## config.mk

```make
export PLATFORM = sky130hd
export DESIGN_NAME = alu_operand_ctrl
export DESIGN_NICKNAME = d
export VERILOG_FILES = /design/src/rtl/alu_operand_ctrl.sv
export SDC_FILE = /design/constraint.sdc
export NUM_CORES = 1
export LEC_CHECK = 0
export CAP_MARGIN = 0
export CORE_UTILIZATION = 47
export DETAILED_ROUTE_END_ITERATION = 12
export GPL_TIMING_DRIVEN = 0
export PLACE_DENSITY = 0.76
export SETUP_SLACK_MARGIN = 0.02
export SLEW_MARGIN = 30
export SYNTH_ARGS = -nofsm -noshare
export SYNTH_HDL_FRONTEND = slang
export SYNTH_SLANG_ARGS = --single-unit
```

## constraint.sdc

```tcl
create_clock -name CLK -period 1.9 [get_ports CLK]
set_clock_uncertainty 0.05 [all_clocks]
set_input_delay 0.19 -clock CLK [delete_from_list [all_inputs] [get_ports CLK]]
set_output_delay 0.19 -clock CLK [all_outputs]
set_load 0.1 [all_outputs]
```

## src/rtl/alu_operand_ctrl.sv

```systemverilog
// rtl/alu_operand_ctrl.sv - execute-stage operand/writeback controller feeding an external combinational ALU
// Optional zero flag output ZERO is built when ZFLAG_EN is defined.
module alu_operand_ctrl #(
    parameter int DW   = 8,
    parameter int NREG = 4,
    parameter int AW   = 2
) (
    input  logic          CLK,
    input  logic          RST,
    input  logic          INSTR_VALID,
    output logic          INSTR_READY,
    input  logic [1:0]    OPC,
    input  logic [AW-1:0] RD,
    input  logic [AW-1:0] RS1,
    input  logic [AW-1:0] RS2,
    input  logic [DW-1:0] IMM,
    output logic [DW-1:0] X,
    output logic [DW-1:0] Y,
    output logic          SEL,
    input  logic [DW-1:0] DATA_OUT,
    input  logic          Cnext,
    output logic          CARRY,
    output logic [DW-1:0] RESULT,
    output logic          DONE,
`ifdef ZFLAG_EN
    output logic          ZERO,
`endif
    input  logic [AW-1:0] DBG_ADDR,
    output logic [DW-1:0] DBG_DATA
);

    localparam logic [1:0] OPC_ADD = 2'b00;
    localparam logic [1:0] OPC_SUB = 2'b01;
    localparam logic [1:0] OPC_LDI = 2'b10;
    localparam logic [1:0] OPC_NOP = 2'b11;

    typedef enum logic [1:0] {
        S_IDLE = 2'd0,
        S_EXEC = 2'd1,
        S_WB   = 2'd2
    } state_t;

    state_t        r_state;
    state_t        w_next;
    logic          w_ready;
    logic          w_accept;

    logic [DW-1:0] r_rf [NREG];
    logic [DW-1:0] r_x;
    logic [DW-1:0] r_y;
    logic          r_sel;
    logic          r_carry;
    logic [DW-1:0] r_result;
    logic          r_done;
    logic [1:0]    r_opc;
    logic [AW-1:0] r_rd;
    logic [DW-1:0] r_imm;
`ifdef ZFLAG_EN
    logic          r_zero;
`endif

    assign w_accept = INSTR_VALID & w_ready;

    always_ff @(posedge CLK) begin
        if (RST) begin
            r_state <= S_IDLE;
        end else begin
            r_state <= w_next;
        end
    end

    always_comb begin
        w_next = r_state;
        case (r_state)
            S_IDLE: begin
                if (w_accept) begin
                    if (OPC == OPC_ADD || OPC == OPC_SUB) begin
                        w_next = S_EXEC;
                    end else begin
                        w_next = S_WB;
                    end
                end
            end
            S_EXEC:  w_next = S_WB;
            S_WB:    w_next = S_IDLE;
            default: w_next = S_IDLE;
        endcase
    end

    always_comb begin
        w_ready = (r_state == S_IDLE);
    end

    // X/Y/SEL only load on an ALU accept, so they stay stable through the settle cycle
    always_ff @(posedge CLK) begin
        if (RST) begin
            for (int i = 0; i < NREG; i++) begin
                r_rf[i] <= '0;
            end
            r_x      <= '0;
            r_y      <= '0;
            r_sel    <= 1'b0;
            r_carry  <= 1'b0;
            r_result <= '0;
            r_done   <= 1'b0;
            r_opc    <= OPC_NOP;
            r_rd     <= '0;
            r_imm    <= '0;
`ifdef ZFLAG_EN
            r_zero   <= 1'b0;
`endif
        end else begin
            r_done <= 1'b0;
            if (w_accept) begin
                r_opc <= OPC;
                r_rd  <= RD;
                r_imm <= IMM;
                if (OPC == OPC_ADD || OPC == OPC_SUB) begin
                    r_x   <= r_rf[RS1];
                    r_y   <= r_rf[RS2];
                    r_sel <= OPC[0];
                end
            end
            if (r_state == S_WB) begin
                r_done <= 1'b1;
                case (r_opc)
                    OPC_ADD, OPC_SUB: begin
                        r_rf[r_rd] <= DATA_OUT;
                        r_result   <= DATA_OUT;
                        r_carry    <= Cnext;
`ifdef ZFLAG_EN
                        r_zero     <= (DATA_OUT == '0);
`endif
                    end
                    OPC_LDI: begin
                        r_rf[r_rd] <= r_imm;
                        r_result   <= r_imm;
                    end
                    default: ;
                endcase
            end
        end
    end

    assign INSTR_READY = w_ready;
    assign X           = r_x;
    assign Y           = r_y;
    assign SEL         = r_sel;
    assign CARRY       = r_carry;
    assign RESULT      = r_result;
    assign DONE        = r_done;
    assign DBG_DATA    = r_rf[DBG_ADDR];
`ifdef ZFLAG_EN
    assign ZERO        = r_zero;
`endif

endmodule

```

Word level (Yosys, flattened, before mapping)
Memories as Yosys holds them, arrays and structs flattened. A register that Yosys moved wholly into a read port is not among the register bits. Cells that the tools add are included.

Register bits after elaboration: 25. Bits in writable memories: 32. Bits of input ports: 30. Output and inout bits: 36. Logic and storage cells: 46. Memories: 1.

Memory list: r_rf (depth 4, width 8, read ports 3, clocked after memory_dff 2, wr ports 4, line 48) `logic [DW-1:0] r_rf [NREG];`.

Equal/unequal tests: 6. Mux-type cells: 19. Bitwise gates (word level): 2. Reductions and logical operators: 10.

Operators with widths (count): 8-bit two-way mux (2); 8-bit case mux with 2 select lines (1); 1-bit two-way mux (12); 8-bit OR reduction (1); 2-bit by 1-bit equality test with 1-bit output (second input constant) (3); 2-bit logical NOT (3); 2-bit two-way mux (3); 2-bit AND reduction (3); 2-bit equality test (second input constant) (2); 2-bit case mux with 2 select lines (1); 2-bit by 1-bit inequality test with 1-bit output (second input constant) (1); 2-bit nonzero test (1); 2-bit OR reduction (1); 1-bit bitwise AND (1); 1-bit logical OR (1); 1-bit bitwise OR (1).

Logic depth before layout (Yosys ltp)
Gate-level depths: netlist of run 1.

Depth in word-level cells: 9. Depth in mapped cells: 7. Gate-level depth less buffers: 4.

Worst setup path before layout of run 1
OpenSTA, ideal clock, no wires.

Path type: register to output. Start point: register r_state[1]. End point: output INSTR_READY. Arrival time: 1.671 ns. Data required time: 1.660 ns. Setup slack: -0.011 ns. Stages on the path, launching flop included: 3. Buffers on the path: 1. Cells stage by stage: dfxtp_1 buf_6 nor2_1.

Longest elaborated chain between the ends: 1.

RTL lines: start: declaration (line 43) `state_t r_state;`; start signal: assignment (line 68) `r_state <= w_next;`; 2-bit logical NOT (line 91) `w_ready = (r_state == S_IDLE);`; end: declaration (line 11) `output logic INSTR_READY,`.

No other way between the ends.

==> results of run 1 <==
==> worst max-delay path, delay by kind of cell (launching register included) <==
family,cells,cell delay [ns]
buffers and inverters,1,0.31
muxes,1,0.48
DFF,1,0.43
==> synthesized netlist by cell type (2+ instances only) <==
master     n
nand4b_4   2
inv_1      2
nand2_1   25
a21oi_1   36
a31oi_1    2
nand2b_1  11
clkbuf_1   7
o21ai_1    8
a21oi_2    8
edfxtp_1  32
nand3_2    9
a22o_1    16
mux4_2    24
a21o_1     8
buf_2      5
nor2_1     4
dfxtp_1   41
nand3b_1   9
buf_6      3
nor3b_1    2
buf_1      3
==> layout make-up <==
class                      count  area, um2  area share, %
multi-input combinational    174       1580           36.2
buffer                        20        120           2.76
inverter                       3       16.3          0.374
tap                           96        120           2.76
timing repair buffer          59        518           11.9
clock buffer                   9        124           2.85
clock inverter                 7       95.1           2.18
sequential                    73       1780           41.0
==> registers in the layout, indices dropped and copies added, names as in the netlist <==
| register | cells |
|---|---|
| r_imm | 8 |
| RESULT | 8 |
| DONE | 1 |
| r_rf | 32 |
| r_state | 2 |
| CARRY | 1 |
| X | 8 |
| r_rd | 2 |
| SEL | 1 |
| Y | 8 |
| r_opc | 2 |
==> logic make-up (layout without fill, tap and decap cells) <==
logic type | Yosys count | after routing | synth area share, %
AO/OA/AOI/OAI | 81 | 81 | 15.2
buffers and inverters | 23 | 98 | 3.91
flip-flops | 73 | 73 | 51.6
multiplexers | 25 | 25 | 15.9
AND/OR/NAND/NOR | 68 | 68 | 13.3
==> how the worst max path moves through the flow <==
| stage | startpoint | to | cells after the start |
|---|---|---|---|
| 2_1_floorplan | r_state[0] | r_rf[3][0] | 5 |
| 3_3_place_gp | RST | r_rf[3][4] | 4 |
| 3_5_place_dp | RST | r_rf[3][0] | 4 |
| 4_1_cts | r_rf[2][1] | DBG_DATA[1] | 2 |
| 5_1_grt | r_state[1] | r_rf[0][2] | 6 |
| 6_report | r_rf[2][1] | DBG_DATA[1] | 2 |
==> per-layer routing <==
metal | wire length [um] | vias to the layer above | part of all wire [%]
met4 | 106 | 0 | 1.4
met3 | 427 | 13 | 5.8
met1 | 3290 | 1186 | 44
li1 | - | 1181 | -
met5 | 0 | - | 0
met2 | 3590 | 99 | 48
==> power by group through the flow <==
stage	Combinational [mW]	Clock, mW	Sequential [mW]
2_1_floorplan	0.386	0	1.91
3_3_place_gp	0.687	0	1.78
5_1_grt	0.713	1.42	1.76
3_5_place_dp	0.698	0	1.79
6_report	0.675	1.34	1.75
4_1_cts	0.677	1.36	1.75
==> metrics.log, run 1 <==
[metrics] run status: complete, no violations
[metrics] antenna violations before repair: 0
[metrics] Leak: 1.74 nW
[metrics] Clock transition at path regs: 0.08 ns
[metrics] Placed Area: 4170 um2
[metrics] layout cells sized above 1: 26.1%
[metrics] internal portion of total power: 2.66 mW
[metrics] Switching Fraction: 29.5%
[metrics] Synth area leaders: edfxtp_1 (28%), dfxtp_1 (24%), mux4_2 (16%)
[metrics] height of the die: 87.7 um
[metrics] fill cell total of the finished layout: 570
[metrics] number of setup violations in the final report: 0
[metrics] H-tree lvl count: 3
[metrics] final cycle utilization of the critical path: 95.4%
[metrics] number of rows in the core area: 30
[metrics] post-placement cell count: 425
[metrics] met2 Usage GRT: 34.0%
[metrics] post-synthesis average cell area: 12.8 um2
[metrics] Mapped Cells: 270
[metrics] global placer's final weighted congestion: 0.803
[metrics] Clk Latency, worst-skew pair: 0.35 ns
[metrics] width of the die: 87.7 um
[metrics] cells traversed along the worst timing path: mux4_2, buf_2
[metrics] cell type with the highest aggregate area in the netlist: edfxtp_1
[metrics] met1 Use GR: 29.0%
[metrics] overall routed net length: 7.41 mm
[metrics] number of different library cells in the post-synthesis netlist: 34
[metrics] global-route wire length before repair: 12.4 mm
[metrics] Post-synth EDFFs: 32
[metrics] final antenna-violating net count: 0
[metrics] YS warnings: 0
[metrics] cells on worst reg2reg path: 6
[metrics] worst hold slack across all endpoints: 0.329 ns
[metrics] top-level I/O count: 66
[metrics] power share of the sequential group: 46.5%
[metrics] number of max-slew violations in the final report: 0
[metrics] Worst Setup Path Type: reg2out
[metrics] detailed-placement wirelength estimate: 5.76 mm
[metrics] top library cells by usage in the layout, fill and taps aside: dfxtp_1 (40), a21oi_1 (36), edfxtp_1 (32)
[metrics] # resized after CTS: 73
[metrics] Synth async-reset ratio: 0%
[metrics] pin count of the biggest net entering global routing: 14
[metrics] Worst Setup Slack post-DPL: -0.640 ns
[metrics] clock sink count: 73
[metrics] cts-stage hold buffer count: 0
[metrics] standard cell core area: 6940 um2
[metrics] most common cell after layout, fill and taps aside: dfxtp_1
[metrics] layer with the highest usage: met2
[metrics] pin slew with the least headroom to its limit: 0.964 ns
[metrics] number of antenna repair diodes: 0
[metrics] reg2reg end: r_rf[0][3]
[metrics] router iterations before antenna repair: 5
[metrics] endpoint of the worst hold-timing path: r_imm[4]
[metrics] hold path depth: 3
[metrics] buffers from clock root to sink, at most: 2
[metrics] Final Hold Viols: 0
[metrics] share of synthesized area occupied by flip-flops and latches: 51.6%
[metrics] final standard cell utilization of the core: 62.7%
[metrics] met3 track utilization from global routing: 3.68%
[metrics] vias in the first global route: 2488
[metrics] netlist area before placement: 3450 um2
[metrics] area overhead of the layout relative to synthesis: 26.1%
[metrics] cell at the root of the clock tree: clkbuf_8
[metrics] Peak Freq: 552 MHz
[metrics] Total Power Consumption: 3.77 mW
[metrics] buffer count from post-CTS setup fixing: 0
[metrics] number of max-cap violations: 0
[metrics] TritonCTS clock tree: built
[metrics] slowest cell on the critical path: mux4_2
[metrics] critical path arrival: 1.57 ns
[metrics] Total Routing Usage GR: 21.6%
[metrics] Port Buffers: 59
[metrics] nets@finish: 370
[metrics] Hold Path Class: in2reg
[metrics] launching point of the worst reg2reg path: r_state[1]
[metrics] total of flip-flops plus latches after synthesis: 73
[metrics] total nets after synthesis: 300
[metrics] CP Launch Type: register
[metrics] total grt overflow: 0
[metrics] Final Cell Area: 4350 um2
[metrics] Yosys top cell area share: 27.8%
[metrics] DR vias/cell: 5.62
[metrics] detailed-route via count: 2479
[metrics] proportion of power drawn by the clock network: 35.6%
[metrics] die outline area: 7690 um2
[metrics] worst rel slew slack: 36.0%
[metrics] Crit path largest cell delay: 0.48 ns
[metrics] detailed-route DRC error count: 0
[metrics] largest fanout of any net on the critical path: 3
[metrics] final setup TNS: 0 ns
[metrics] fin crit period: 1.81 ns
[metrics] R2R setup slack: 0.12 ns
[metrics] portion of total power attributed to combinational logic: 17.9%
[metrics] initial cell density of the core: 49.7%
[metrics] largest voltage drop on the vdd net: 0.428 mV
[metrics] unrepaired setup endpoints after global routing: no
[metrics] Switching Power: 1.11 mW
[metrics] total clock buffers created by CTS: 9
[metrics] power density of the placed cells: 866 nW/um2
[metrics] PnR worst setup slack: 0.0868 ns
[metrics] Worst setup EP type: output port
[metrics] critical path data required time: 1.66 ns
[metrics] count of placed standard cells in the final layout, fillers left out: 441
[metrics] most used flip-flop cell after synthesis: dfxtp_1
[metrics] origin of the worst min-delay path: IMM[4]
[metrics] DRT iter0 DRCs: 96
[metrics] mean routed wirelength per cell: 16.8 um
No activity file was read; power rests on OpenSTA's default activity.
==> run 2, diff against run 1 <==
CORE_UTILIZATION = 52   (was 47)
PLACE_DENSITY = 0.8   (was 0.76)
clock period = 1.8 ns   (was 1.9 ns; I/O delays follow)
==> metrics.log, run 2 (synthesis results as in run 1) <==
[metrics] height of the die: 83.5 um (was 87.7 um)
[metrics] cell at the root of the clock tree: clkbuf_8 (unchanged)
[metrics] pin count of the biggest net entering global routing: 13 (was 14)
[metrics] number of rows in the core area: 29 (was 30)
[metrics] clock sink count: 73 (unchanged)
[metrics] detailed-placement wirelength estimate: 5.68 mm (was 5.76 mm)
[metrics] cells traversed along the worst timing path: mux4_2, buf_6 (was mux4_2, buf_2)
[metrics] Leak: 1.74 nW (about the same)
[metrics] Clk Latency, worst-skew pair: 0.35 ns (about the same)
[metrics] number of setup violations in the final report: 0 (unchanged)
[metrics] number of max-cap violations: 0 (unchanged)
[metrics] cts-stage hold buffer count: 0 (unchanged)
[metrics] nets@finish: 378 (was 370)
[metrics] global placer's final weighted congestion: 0.820 (was 0.803)
[metrics] die outline area: 6970 um2 (was 7690 um2)
[metrics] power density of the placed cells: 922 nW/um2 (was 866 nW/um2)
[metrics] largest voltage drop on the vdd net: 0.652 mV (was 0.428 mV)
[metrics] area overhead of the layout relative to synthesis: 30.9% (was 26.1%)
[metrics] overall routed net length: 8.18 mm (was 7.41 mm)
[metrics] slowest cell on the critical path: mux4_2 (unchanged)
[metrics] unrepaired setup endpoints after global routing: yes (was no)
[metrics] critical path arrival: 1.54 ns (was 1.57 ns)
[metrics] Hold Path Class: in2reg (unchanged)
[metrics] Peak Freq: 564 MHz
[metrics] worst rel slew slack: 37.0% (was 36.0%)
[metrics] router iterations before antenna repair: 5 (unchanged)
[metrics] buffers from clock root to sink, at most: 2 (unchanged)
[metrics] final cycle utilization of the critical path: 98.5%
[metrics] final setup TNS: 0 ns (unchanged)
[metrics] H-tree lvl count: 3 (unchanged)
[metrics] Port Buffers: 59 (unchanged)
[metrics] number of antenna repair diodes: 0 (unchanged)
[metrics] total clock buffers created by CTS: 9 (unchanged)
[metrics] Worst setup EP type: output port (unchanged)
[metrics] top library cells by usage in the layout, fill and taps aside: dfxtp_1 (40), a21oi_1 (32), edfxtp_1 (32) (was dfxtp_1 (40), a21oi_1 (36), edfxtp_1 (32))
[metrics] antenna violations before repair: 0 (unchanged)
[metrics] Total Routing Usage GR: 24.3% (was 21.6%)
[metrics] run status: complete, no violations (unchanged)
[metrics] number of flip-flops under the largest register name: 32 (unchanged)
[metrics] detailed-route DRC error count: 0 (unchanged)
[metrics] width of the die: 83.5 um (was 87.7 um)
[metrics] total grt overflow: 0 (unchanged)
[metrics] vias in the first global route: 2438 (was 2488)
[metrics] worst hold slack across all endpoints: 0.312 ns (was 0.329 ns)
[metrics] Biggest register: r_rf (unchanged)
[metrics] most common cell after layout, fill and taps aside: dfxtp_1 (unchanged)
[metrics] number of max-slew violations in the final report: 0 (unchanged)
[metrics] initial cell density of the core: 54.1% (was 49.7%)
[metrics] largest fanout of any net on the critical path: 3 (unchanged)
[metrics] layout cells sized above 1: 32.9% (was 26.1%)
[metrics] final antenna-violating net count: 0 (unchanged)
[metrics] CP Launch Type: register (unchanged)
[metrics] DRT iter0 DRCs: 153 (was 96)
[metrics] TritonCTS clock tree: built (unchanged)
[metrics] detailed-route via count: 2639 (was 2479)
[metrics] global-route wire length before repair: 12.8 mm (was 12.4 mm)
[metrics] DR vias/cell: 6.14 (was 5.62)
[metrics] Crit path largest cell delay: 0.53 ns (was 0.48 ns)
[metrics] Clock transition at path regs: 0.08 ns (about the same)
[metrics] standard cell core area: 6390 um2 (was 6940 um2)
[metrics] fin crit period: 1.77 ns
[metrics] mean routed wirelength per cell: 19.0 um (was 16.8 um)
[metrics] pin slew with the least headroom to its limit: 0.948 ns (was 0.964 ns)
[metrics] Worst Setup Path Type: reg2out (unchanged)
[metrics] Final Hold Viols: 0 (unchanged)
[metrics] critical path data required time: 1.57 ns (was 1.66 ns)
[metrics] top-level I/O count: 66 (unchanged)
## run 2: cell count changes in the layout (fill, tap and decap cells not counted), sizes merged
cell	before	now
dlygate4sd2	27	1
clkbuf	16	27
clkdlybuf4s15	1	17
clkinv	5	3
buf	21	29
bufinv	2	3
## run 2: path summary, 6_finish.rpt
path	startpoint	to	slack [ns]	cells past startpoint
max reg2reg	r_state[1]	r_rf[2][5]	0.04	5
max	r_rf[0][0]	DBG_DATA[0]	0.03	2
min	IMM[3]	r_imm[3]	0.31	3
min reg2reg	RESULT[3]	RESULT[3]	0.41	1
## run 2: timing repair
action	4_1_cts	5_1_grt
buffers inserted	4	4
gates resized for setup	84	62
hold endpoints to repair	0	0
setup endpoints to repair	68	107
## run 2: worst max-delay path, delay by kind of cell (launching register included)
kind	cells	cell delay, ns
buffers and inverters	1	0.21
flip-flops	1	0.45
multiplexers	1	0.53
## run 2: where the power goes
part | switching, mW | total, mW | internal, mW
clock network | 0.631 | 1.55 | 0.914
registers | 0.0564 | 1.85 | 1.80
logic | 0.506 | 0.770 | 0.265
total | 1.19 | 4.17 | 2.98
## run 2: per-layer routing
layer  track usage, %  vias to the layer above  part of all wire [%]
li1                 -                     1197                     -
met1             31.6                     1280                    41
met2             38.9                      133                    48
met3             4.65                       29                   7.0
met4             12.8                        0                   3.5
met5                0                        -                     0
## run 2: cell type report
cell class | count | area (um2)
fillers | 429 | 1870
flip-flops and latches | 73 | 1780
multi-input cells | 174 | 1610
repair buffers | 67 | 646
plain buffers | 20 | 131
clock buffers | 10 | 128
clock inverters | 6 | 106
well taps | 77 | 96.3
inverters | 3 | 16.3
## run 2: metrics by stage
stage / instance area [um2] / power (mW) / cells / setup slack, ns / utilization, %
3_3_place_gp: 4150 / 2.61 / 406 / -0.675 / 65.0
4_1_cts: 4420 / 4.11 / 426 / -0.217 / 69.3
5_1_grt: 4520 / 4.28 / 430 / 0.00440 / 70.8
3_5_place_dp: 4160 / 2.62 / 406 / -0.620 / 65.1
6_report: 4520 / 4.17 / 430 / 0.0269 / 70.8
2_1_floorplan: 3460 / 2.42 / 270 / 0.0161 / -
